$ cat config.mk
export PLATFORM = sky130hd
export DESIGN_NAME = instruction_fetch_ctrl
export DESIGN_NICKNAME = d
export VERILOG_FILES = /design/src/rtl/pipeline_pkg.sv /design/src/rtl/instruction_fetch_ctrl_if_id_reg.sv /design/src/rtl/instruction_fetch_ctrl.sv
export SDC_FILE = /design/constraint.sdc
export NUM_CORES = 1
export LEC_CHECK = 0
export BUFFER_PORTS_ARGS = -buffer_cell sky130_fd_sc_hd__buf_2
export CORE_MARGIN = 2
export CORE_UTILIZATION = 49
export DETAILED_ROUTE_END_ITERATION = 10
export PLACE_DENSITY = 0.73
export SLEW_MARGIN = 20
export SYNTH_ARGS = -nofsm -noshare
export SYNTH_HDL_FRONTEND = slang
export SYNTH_SLANG_ARGS = --single-unit
$ cat constraint.sdc
create_clock -name clk -period 2.57 [get_ports clk]
set_input_delay 0.3855 -clock clk [delete_from_list [all_inputs] [get_ports clk]]
set_output_delay 0.3855 -clock clk [all_outputs]
set_load 0.02 [all_outputs]
$ cat src/rtl/pipeline_pkg.sv
// -----------------------------------------------------------------------------
// pipeline_pkg
//  Shared definitions for the fetch stage: datapath width, the bubble
//  instruction, fetch sequencer states, the IF/ID bundle and the fetch
//  address legality check.
// -----------------------------------------------------------------------------
package pipeline_pkg;

  localparam int unsigned XLEN = 32;

  // addi x0,x0,0 -- canonical bubble
  localparam logic [XLEN-1:0] NOP_INSTR = 32'h0000_0013;

  typedef enum logic [1:0] {
    S_BOOT = 2'd0,
    S_REQ  = 2'd1,
    S_WAIT = 2'd2,
    S_HOLD = 2'd3
  } fetch_state_e;

  typedef struct packed {
    logic [XLEN-1:0] pc;
    logic [XLEN-1:0] instr;
    logic            valid;
    logic            fault;
  } if_id_t;

  // A fetch faults when the PC is not word aligned or lies beyond the memory
  function automatic logic pc_faults(input logic [XLEN-1:0] pc,
                                     input int unsigned     mem_words);
    logic [XLEN-1:0] word_idx;
    word_idx = {2'b00, pc[XLEN-1:2]};
    return (pc[1:0] != 2'b00) || (word_idx >= XLEN'(mem_words));
  endfunction

endpackage

$ cat src/rtl/instruction_fetch_ctrl_if_id_reg.sv
// -----------------------------------------------------------------------------
// instruction_fetch_ctrl_if_id_reg
//  IF/ID pipeline register. Priority: flush > stall (hold) > load > bubble.
//  Without stall or load, decode has consumed the entry, so it turns into a
//  bubble (valid=0) while keeping the last PC.
// Ports
//  clk, rst_n   clock, async active-low reset
//  i_flush      kill entry (insert bubble)
//  i_stall      hold entry
//  i_load       load i_data
//  i_data       incoming {pc, instr, valid, fault}
//  o_data       registered IF/ID contents
// -----------------------------------------------------------------------------
module instruction_fetch_ctrl_if_id_reg
  import pipeline_pkg::*;
#(
  parameter logic [XLEN-1:0] NOP_WORD = 32'h0000_0013
) (
  input  logic   clk,
  input  logic   rst_n,
  input  logic   i_flush,
  input  logic   i_stall,
  input  logic   i_load,
  input  if_id_t i_data,
  output if_id_t o_data
);

  if_id_t r_q;

  // IF/ID entry update
  always_ff @(posedge clk or negedge rst_n) begin
    if (!rst_n) begin
      r_q <= '{pc: '0, instr: NOP_WORD, valid: 1'b0, fault: 1'b0};
    end else if (i_flush) begin
      r_q <= '{pc: r_q.pc, instr: NOP_WORD, valid: 1'b0, fault: 1'b0};
    end else if (!i_stall) begin
      if (i_load) begin
        r_q <= i_data;
      end else begin
        r_q <= '{pc: r_q.pc, instr: NOP_WORD, valid: 1'b0, fault: 1'b0};
      end
    end
  end

  assign o_data = r_q;

endmodule

$ cat src/rtl/instruction_fetch_ctrl.sv
// -----------------------------------------------------------------------------
// instruction_fetch_ctrl
//  Fetch-stage sequencer: owns the PC, fetches words from instruction memory
//  over a req/valid handshake, and fills the IF/ID register. Handles stalls
//  (response parked in a one-entry buffer), EX redirects (in-flight response
//  discarded) and flushes. Illegal PCs produce a faulting NOP without a
//  memory request.
// Ports
//  clk, rst_n    clock, async active-low reset
//  imem_req      fetch request, held until imem_valid
//  imem_addr     byte address of the fetch
//  imem_rdata    fetched word, sampled with imem_valid
//  imem_valid    one-cycle response strobe
//  stall         hold PC and IF/ID
//  flush         bubble the IF/ID entry
//  redirect_en   take redirect_pc as the next fetch PC
//  redirect_pc   branch/jump target
//  if_id_pc      PC of the IF/ID entry
//  if_id_instr   instruction of the IF/ID entry
//  if_id_valid   IF/ID holds a real instruction
//  fetch_fault   IF/ID entry came from an illegal PC
// -----------------------------------------------------------------------------
module instruction_fetch_ctrl #(
  parameter logic [31:0] RESET_PC  = 32'h0000_0000,
  parameter int unsigned MEM_WORDS = 256,
  parameter logic [31:0] NOP_INSTR = pipeline_pkg::NOP_INSTR
) (
  input  logic                          clk,
  input  logic                          rst_n,
  output logic                          imem_req,
  output logic [pipeline_pkg::XLEN-1:0] imem_addr,
  input  logic [pipeline_pkg::XLEN-1:0] imem_rdata,
  input  logic                          imem_valid,
  input  logic                          stall,
  input  logic                          flush,
  input  logic                          redirect_en,
  input  logic [pipeline_pkg::XLEN-1:0] redirect_pc,
  output logic [pipeline_pkg::XLEN-1:0] if_id_pc,
  output logic [pipeline_pkg::XLEN-1:0] if_id_instr,
  output logic                          if_id_valid,
  output logic                          fetch_fault
);

  import pipeline_pkg::*;

  fetch_state_e    r_state;
  logic [XLEN-1:0] r_pc;
  logic            r_imem_req;
  logic [XLEN-1:0] r_imem_addr;
  logic            r_discard;
  logic [XLEN-1:0] r_buf_instr;
  logic            r_buf_fault;

  fetch_state_e    w_state_nxt;
  logic [XLEN-1:0] w_pc_nxt;
  logic            w_discard_nxt;
  logic            w_pc_fault;
  logic            w_nxt_fault;
  logic            w_rsp;
  logic [XLEN-1:0] w_rsp_instr;
  logic            w_rsp_fault;
  logic            w_buf_ld;
  logic            w_ifid_load;
  if_id_t          w_ifid_data;
  if_id_t          w_ifid_q;

  // Next-state, PC, discard, buffer and IF/ID load decisions
  always_comb begin
    w_state_nxt   = r_state;
    w_pc_nxt      = r_pc;
    w_discard_nxt = r_discard;
    w_pc_fault    = pc_faults(r_pc, MEM_WORDS);
    w_rsp         = 1'b0;
    w_rsp_instr   = imem_rdata;
    w_rsp_fault   = 1'b0;
    w_buf_ld      = 1'b0;
    w_ifid_load   = 1'b0;
    w_ifid_data   = '{pc: r_pc, instr: imem_rdata, valid: 1'b1, fault: 1'b0};

    unique case (r_state)
      S_BOOT: w_state_nxt = S_REQ;
      S_REQ: begin
        // Illegal PC: synthesize an immediate faulting NOP response
        if (w_pc_fault) begin
          w_rsp       = 1'b1;
          w_rsp_instr = NOP_INSTR;
          w_rsp_fault = 1'b1;
        end else begin
          w_state_nxt = S_WAIT;
        end
      end
      S_WAIT: begin
        if (imem_valid) begin
          if (r_discard) begin
            w_discard_nxt = 1'b0;
            w_state_nxt   = S_REQ;
          end else begin
            w_rsp = 1'b1;
          end
        end
      end
      S_HOLD: begin
        if (!stall) begin
          w_ifid_load = 1'b1;
          w_ifid_data = '{pc: r_pc, instr: r_buf_instr, valid: 1'b1, fault: r_buf_fault};
          w_pc_nxt    = r_pc + XLEN'(4);
          w_state_nxt = S_REQ;
        end
      end
      default: w_state_nxt = S_BOOT;
    endcase

    // Deliver a response straight to IF/ID, or park it while stalled
    if (w_rsp) begin
      if (!stall) begin
        w_ifid_load = 1'b1;
        w_ifid_data = '{pc: r_pc, instr: w_rsp_instr, valid: 1'b1, fault: w_rsp_fault};
        w_pc_nxt    = r_pc + XLEN'(4);
        w_state_nxt = S_REQ;
      end else begin
        w_buf_ld    = 1'b1;
        w_state_nxt = S_HOLD;
      end
    end

    // Redirect overrides any delivery; an in-flight fetch is let finish and dropped
    if (redirect_en) begin
      w_pc_nxt    = redirect_pc;
      w_ifid_load = 1'b0;
      w_buf_ld    = 1'b0;
      unique case (r_state)
        S_REQ: begin
          if (w_pc_fault) begin
            w_state_nxt = S_REQ;
          end else begin
            // request is already on the bus this cycle
            w_discard_nxt = 1'b1;
            w_state_nxt   = S_WAIT;
          end
        end
        S_WAIT: begin
          if (imem_valid) begin
            w_discard_nxt = 1'b0;
            w_state_nxt   = S_REQ;
          end else begin
            w_discard_nxt = 1'b1;
            w_state_nxt   = S_WAIT;
          end
        end
        default: w_state_nxt = S_REQ;
      endcase
    end

    w_nxt_fault = pc_faults(w_pc_nxt, MEM_WORDS);
  end

  // Sequencer state; the request is registered so it is already up in REQ
  always_ff @(posedge clk or negedge rst_n) begin
    if (!rst_n) begin
      r_state     <= S_BOOT;
      r_pc        <= RESET_PC;
      r_imem_req  <= 1'b0;
      r_imem_addr <= RESET_PC;
      r_discard   <= 1'b0;
      r_buf_instr <= NOP_INSTR;
      r_buf_fault <= 1'b0;
    end else begin
      r_state   <= w_state_nxt;
      r_pc      <= w_pc_nxt;
      r_discard <= w_discard_nxt;
      if (w_buf_ld) begin
        r_buf_instr <= w_rsp_instr;
        r_buf_fault <= w_rsp_fault;
      end
      r_imem_req <= (w_state_nxt == S_WAIT) ||
                    ((w_state_nxt == S_REQ) && !w_nxt_fault);
      if (w_state_nxt == S_REQ) begin
        r_imem_addr <= w_pc_nxt;
      end
    end
  end

  instruction_fetch_ctrl_if_id_reg #(
    .NOP_WORD (NOP_INSTR)
  ) u_if_id_reg (
    .clk     (clk),
    .rst_n   (rst_n),
    .i_flush (flush),
    .i_stall (stall),
    .i_load  (w_ifid_load),
    .i_data  (w_ifid_data),
    .o_data  (w_ifid_q)
  );

  assign imem_req    = r_imem_req;
  assign imem_addr   = r_imem_addr;
  assign if_id_pc    = w_ifid_q.pc;
  assign if_id_instr = w_ifid_q.instr;
  assign if_id_valid = w_ifid_q.valid;
  assign fetch_fault = w_ifid_q.fault;

endmodule

==> Word-level counts from Yosys, hierarchy flattened <==
Cells that the tools add are included.
Widths: inputs -> output; s select.
{ "classes": {"n_eq_ne": 6, "bitwise_logic": 2, "magnitude_cmp": 2, "add_sub_neg": 1, "shifts": 0, "n_mux": 42, "n_mul": 0, "div": 0, "n_reduce_logical": 9} }
{ "op_table": {"columns": ["op", "n"], "rows": [
  ["$mux 32", 7],
  ["$mux 34", 5],
  ["$ge 30x9->1 const B", 2],
  ["$add 32x3->32 const B", 1],
  ["$mux 2", 9],
  ["$mux 1", 17],
  ["$pmux 2 s4", 1],
  ["$eq 2x2->1 const B", 3],
  ["$eq 2x1->1 const B", 2],
  ["$pmux 1 s2", 2],
  ["$pmux 2 s2", 1],
  ["$reduce_bool 2->1", 2],
  ["$logic_or 1x1->1", 3],
  ["$reduce_and 3->1", 1],
  ["$logic_not 2->1", 1],
  ["$ne 2x1->1 const B", 1],
  ["$not 1->1", 2],
  ["$logic_and 1x1->1", 1],
  ["$logic_not 1->1", 1]
]} }
{ "totals": {"reg_bits": 167, "mem_bits_ro": 0, "wordCells": 73, "ramBits": 0, "input_bits": 70, "latch_bits": 0, "out_inout_bits": 99, "mem_count": 0} }

==> Longest topological paths before layout <==
{ "depth": {"depth_word": 11, "depth_mapped": 12, "mapped_depth_nobuf": 10} }

==> Hierarchy <==
From an unflattened synthesis, not the netlist that was laid out.
{ "unflattened": {"hier_cells": 824, "hier_area_um2": 8136.6} }
{ "modules_own_cells": {"columns": ["module", "seq_area_each_um2", "cells_each", "area_per_inst_um2", "n_inst"], "rows": [
  ["instruction_fetch_ctrl", 2531.2, 605, 5439.0, 1],
  ["instruction_fetch_ctrl_if_id_reg", 1655.3, 219, 2697.6, 1]
]} }

==> Least setup slack after synthesis <==
OpenSTA, ideal clock, no wires.
{ "synth_path": {"path_type": "flip-flop to flip-flop", "from": "reg r_state[0]", "to": "reg r_imem_req (netlist: imem_req)", "synth_period_minus_slack_ps": 2835, "t_arrival_ps": 2732, "stages_incl_launch_ff": 12, "path_slack_ps": -265, "setup_time_ps": 104, "n_path_buf": 1, "required_ps": 2466, "cell_sequence": "dfrtp_1 > inv_1 > ha_1 > buf_2 > nand4b_4 > a2111oi_4 > a41oi_1 > a221o_1 > a211o_1 > nor4_2 > nand4_1 > o41ai_2"} }
{ "synth_between": {"elab_chain_len": 10, "word_cells_on_any_way": 25, "classes_between": "order compare (1); eq/ne (5); mux (13); reduce/logical (6)"} }
{ "synth_rtl": {"columns": ["item", "line", "rtl"], "rows": [
  ["start: declaration", "instruction_fetch_ctrl.sv:46", "fetch_state_e r_state;"],
  ["start signal: assignment", "instruction_fetch_ctrl.sv:168", "r_state <= w_state_nxt;"],
  ["$eq 2x2->1", "instruction_fetch_ctrl.sv:80", "unique case (r_state)"],
  ["$mux 32", "instruction_fetch_ctrl.sv:80", null],
  ["$mux 32", "instruction_fetch_ctrl.sv:115", "if (!stall) begin"],
  ["$mux 32 *", "instruction_fetch_ctrl.sv:114", "if (w_rsp) begin"],
  ["$mux 32 *", "instruction_fetch_ctrl.sv:127", "if (redirect_en) begin"],
  ["via w_pc_nxt[31]", "instruction_fetch_ctrl.sv:55", "logic [XLEN-1:0] w_pc_nxt;"],
  ["$ge 30x9->1 *", "pipeline_pkg.sv:33", "return (pc[1:0] != 2'b00) || (word_idx >= XLEN'(mem_words));"],
  ["$logic_or 1x1->1 *", "pipeline_pkg.sv:33", null],
  ["$logic_not 1->1 *", "instruction_fetch_ctrl.sv:176", "((w_state_nxt == S_REQ) && !w_nxt_fault);"],
  ["$logic_and 1x1->1 *", "instruction_fetch_ctrl.sv:176", null],
  ["$logic_or 1x1->1 *", "instruction_fetch_ctrl.sv:175", "r_imem_req <= (w_state_nxt == S_WAIT) ||"],
  ["end signal: assignment", "instruction_fetch_ctrl.sv:175", null],
  ["end: declaration", "instruction_fetch_ctrl.sv:48", "logic r_imem_req;"]
]} }
The timed path passes the listed nets; every way through them passes the cells marked *.
A chain may end at the register's enable or synchronous reset.

==> Worst setup path after layout <==
{ "layout_path": {"from": "reg r_state[0]", "to": "reg r_imem_addr[22] (netlist: imem_addr[22])"} }
{ "layout_between": {"elab_chain_len": 6, "word_cells_on_any_way": 18, "classes_between": "eq/ne (4); mux (13); reduce/logical (1)"} }
{ "layout_rtl": {"columns": ["item", "line", "rtl"], "rows": [
  ["$mux 2", "instruction_fetch_ctrl.sv:94", "if (r_discard) begin"],
  ["$mux 2", "instruction_fetch_ctrl.sv:93", "if (imem_valid) begin"],
  ["$pmux 2 s4", "instruction_fetch_ctrl.sv:80", null],
  ["$mux 2", "instruction_fetch_ctrl.sv:114", null],
  ["$mux 2 *", "instruction_fetch_ctrl.sv:127", null],
  ["via w_state_nxt[0]", "instruction_fetch_ctrl.sv:54", "fetch_state_e w_state_nxt;"],
  ["$eq 2x1->1 *", "instruction_fetch_ctrl.sv:177", "if (w_state_nxt == S_REQ) begin"],
  ["end signal: assignment", "instruction_fetch_ctrl.sv:178", "r_imem_addr <= w_pc_nxt;"],
  ["end: declaration", "instruction_fetch_ctrl.sv:49", "logic [XLEN-1:0] r_imem_addr;"]
]} }
Marked as above.

==> impl_metrics.csv <==
group,metric,value,unit
cts,cts-root-buf,"clkbuf_16",
route,dr.pass1.iters,6,
synthesis,synth-async-reset-ratio,100,%
floorplanning,die_h,128,um
worst_hold_path,hp-class,"primary input to register",
finish,drive_gt1_share,46.8,%
placed_design,port_buffers,168,
floorplanning,core-area,0.0151,mm2
finish,layout_commonest_cell,"buf_2",
cts,cts_buffers,17,
synthesis,yosysWarningCount,0,
grt,overflow,0,
setup_path,slowest_delay,0.40,ns
finish,syn2layout_area_growth,37.8,%
setup_path,critPathLaunchType,"register",
synthesis,synth_edf_count,0,
cts,clk_latency,0.43,ns
grt,grt_max_degree,57,
synthesis,synth_ff_type,"dfrtp_1",
setup_path,cp_cell_sequence,"inv_2 > buf_4 > ha_4 > buf_4 > buf_6 > and4b_2 > a2111oi_4 > or2_1 > a22oi_2 > o2111ai_4 > buf_6 > buf_12 > buf_16 > mux2_4",
placed_design,gp_congestion,1.01,
synthesis,ys_ff_latch,167,
route,drc_errors,0,
cts,cts_tree,"built",
synthesis,synth_area,0.00754,mm2
sta,min_period_over_period,115,%
setup_path,worstSetupEndpointType,"register",
route,wirelength,22800,um
floorplanning,die_x,128,um
setup_path,worstSetupPathType,"register to register",
power_and_ir_drop,vdd_ir_drop_max,0.722,mV
sta,tightest_slew,0.539,ns
synthesis,synthCells,633,
floorplanning,rows,45,
sta,clock.fmax,338,MHz
placed_design,hpwl,14900,um
route,antenna_left,0,
route,drt-met1-wl,9780,um
setup_path,critPathRequiredTime,2.88,ns
cts,cts.sinks,167,
status,status,"complete, but fails checks",
job,maxCapViolCount,0,
sta,relSlewSlack,64.1,%
cts,path_clk_slew,0.07,ns
sta,setup_viol,34,
power_and_ir_drop,p_leak,4.94,nW
sta,hold_viol_final,0,
cts,htree_levels,4,
sta,rsz0062_at_grt,"yes",
finish,layoutNonFillerInstCount,1104,
route,wl_met3,1660,um
power_and_ir_drop,cellPowerDensity,1160,mW/mm2
power_and_ir_drop,p_total,0.0120,W
synthesis,avgSynthCellArea,11.9,um2
setup_path,slowest_stage,"dfrtp_1",
sta,layout_setup_ws,-0.384,ns
synthesis,synthesis.nets,709,
setup_path,cp_max_fo,8,
route,viasPerCell,5.82,
finish,fillers,1067,
cts,cts_buffer_depth,2,
finish,fin_nets,978,
grt,antenna_found_initial,1,
grt,grt_pass1_vias,6495,
placed_design,dp.cells,1049,
route,vias,6421,
finish,final_cell_mix,"buf_2, dfrtp_1, buf_4, nand2_1, o21ai_0",
route,wl_per_cell,20.6,um
grt,grt_pass1_wl,35200,um
route,dr_wl_met2,10700,um
floorplanning,dieArea,0.0164,mm2
sta,slew_viol_final,0,
placed_design,place_ws,-0.437,ns
sta,period_needed,2.95,ns
status,violations,"negative setup slack",
route,top_layer,"met4",
setup_path,cp.arrival,3.27,ns
synthesis,synth-seq-area-share,55.5,%
floorplanning,start_util,50.0,%
floorplanning,io_pins,169,
synthesis,synth_cell_types,69,
route,drt-initial-drc-count,548,
grt,grt_usage,27.9,%
sta,skew,0.00853,ns
==> cells in the mapped netlist (3+ instances only) <==
| cell | count | area share, % |
|---|---|---|
| dfrtp_1 | 161 | 53 |
| nand2_1 | 75 | 3.7 |
| mux2_2 | 62 | 9.3 |
| o21ai_0 | 57 | 3.8 |
| mux2i_1 | 33 | 4.4 |
| a22o_1 | 29 | 3.4 |
| clkbuf_1 | 20 | 1.0 |
| nor2_1 | 17 | 0.85 |
| inv_1 | 16 | 0.80 |
| xnor2_1 | 13 | 1.5 |
| xor2_1 | 13 | 1.5 |
| nand4_1 | 12 | 1.0 |
| nor4_1 | 9 | 0.75 |
| nand3_1 | 8 | 0.53 |
| nor3_1 | 8 | 0.53 |
| a21oi_1 | 7 | 0.46 |
| buf_2 | 6 | 0.40 |
| dfstp_2 | 6 | 2.1 |
| ha_1 | 6 | 1.0 |
| o22a_1 | 6 | 0.70 |
| clkbuf_8 | 4 | 0.73 |
| nand2b_1 | 4 | 0.33 |
| and3_1 | 3 | 0.25 |
==> kinds of logic after synthesis <==
family	Yosys count	synth area share (%)
and+or+nand+nor	158	10.9
DFF	167	55.5
AOI/OAI and AO/OA	131	12.5
buffers and inverters	49	3.24
xor gates and xnor gates	26	3.02
muxes	96	13.8
adders and majority gates	6	0.996
==> per-stage QoR <==
step,utilization [%],instance area (um2),hold slack [ns],TNS [ns]
detailed placement,61.0,9200,0.389,-13.47
finish,68.8,10400,0.192,-10.08
floorplan,-,7560,0.0899,-1.48
global placement,61.0,9200,0.386,-5.21
global route,68.8,10400,0.183,-12.10
CTS,67.4,10200,0.175,-4.86
==> report_power, final <==
part	leakage, nW	switching [W]	total, W	internal (W)
logic	2.55	0.00271	0.00534	0.00263
registers	2.09	0.000518	0.00403	0.00351
clock network	0.299	0.00115	0.00263	0.00148
total	4.94	0.00437	0.0120	0.00762
==> routing by layer <==
layer | vias to the layer above | GRT usage, %
met2 | 331 | 43.6
met4 | 0 | 11.0
met5 | - | 0
met3 | 50 | 6.14
met1 | 3214 | 38.3
li1 | 2826 | -
==> critical path, delay by kind of cell, from the launching register on <==
kind	cells	cell delay [ns]
compound gates	3	0.57
mux	1	0.31
simple gates	2	0.51
buf+inv	7	0.88
flops	1	0.40
fa+ha+maj	1	0.15
==> path summary, 6_finish.rpt <==
check,start,end,slack (ns),depth (start not counted)
setup reg to reg,r_state[0]$_DFF_PN0_,imem_addr[22]$_DFFE_PN0P_,-0.38,14
hold / removal,imem_rdata[0],r_buf_instr[0]$_DFFE_PN1P_,0.19,2
hold reg to reg,u_if_id_reg.o_data[26]$_DFFE_PN0P_,u_if_id_reg.o_data[26]$_DFFE_PN0P_,0.48,2
max in group asynchronous,rst_n,u_if_id_reg.o_data[42]$_DFFE_PN0P_,1.28,3
setup / recovery,r_state[0]$_DFF_PN0_,imem_addr[22]$_DFFE_PN0P_,-0.38,14
min in group asynchronous,rst_n,u_if_id_reg.o_data[26]$_DFFE_PN0P_,0.48,2
==> registers in the layout (all words and copies together), names as in the netlist <==
name / flops
r_state: 2
r_buf_instr: 32
r_buf_fault: 1
imem_addr: 32
r_discard: 1
u_if_id_reg.o_data: 66
imem_req: 1
r_pc: 32
==> repair_timing <==
item                                    in CTS  in global routing
pin swaps                                   13                 10
buffers inserted                            10                  6
gates cloned                                 5                  1
endpoints found under the setup margin      86                124
hold endpoints to repair                    46                  0
gates resized for setup                     43                 39
hold buffers                                 1                  0
==> layout make-up <==
cell class / instances / area [um2] / area share, %
clock buffers: 17 / 425 / 4.10
diodes: 1 / 2.50 / 0.0241
multi-input cells: 418 / 3390 / 32.6
flip-flops and latches: 167 / 4190 / 40.3
repair buffers: 282 / 1900 / 18.3
inverters: 16 / 60.1 / 0.578
well taps: 188 / 235 / 2.27
clock inverters: 15 / 181 / 1.75
(Power assumes the default switching activity.)
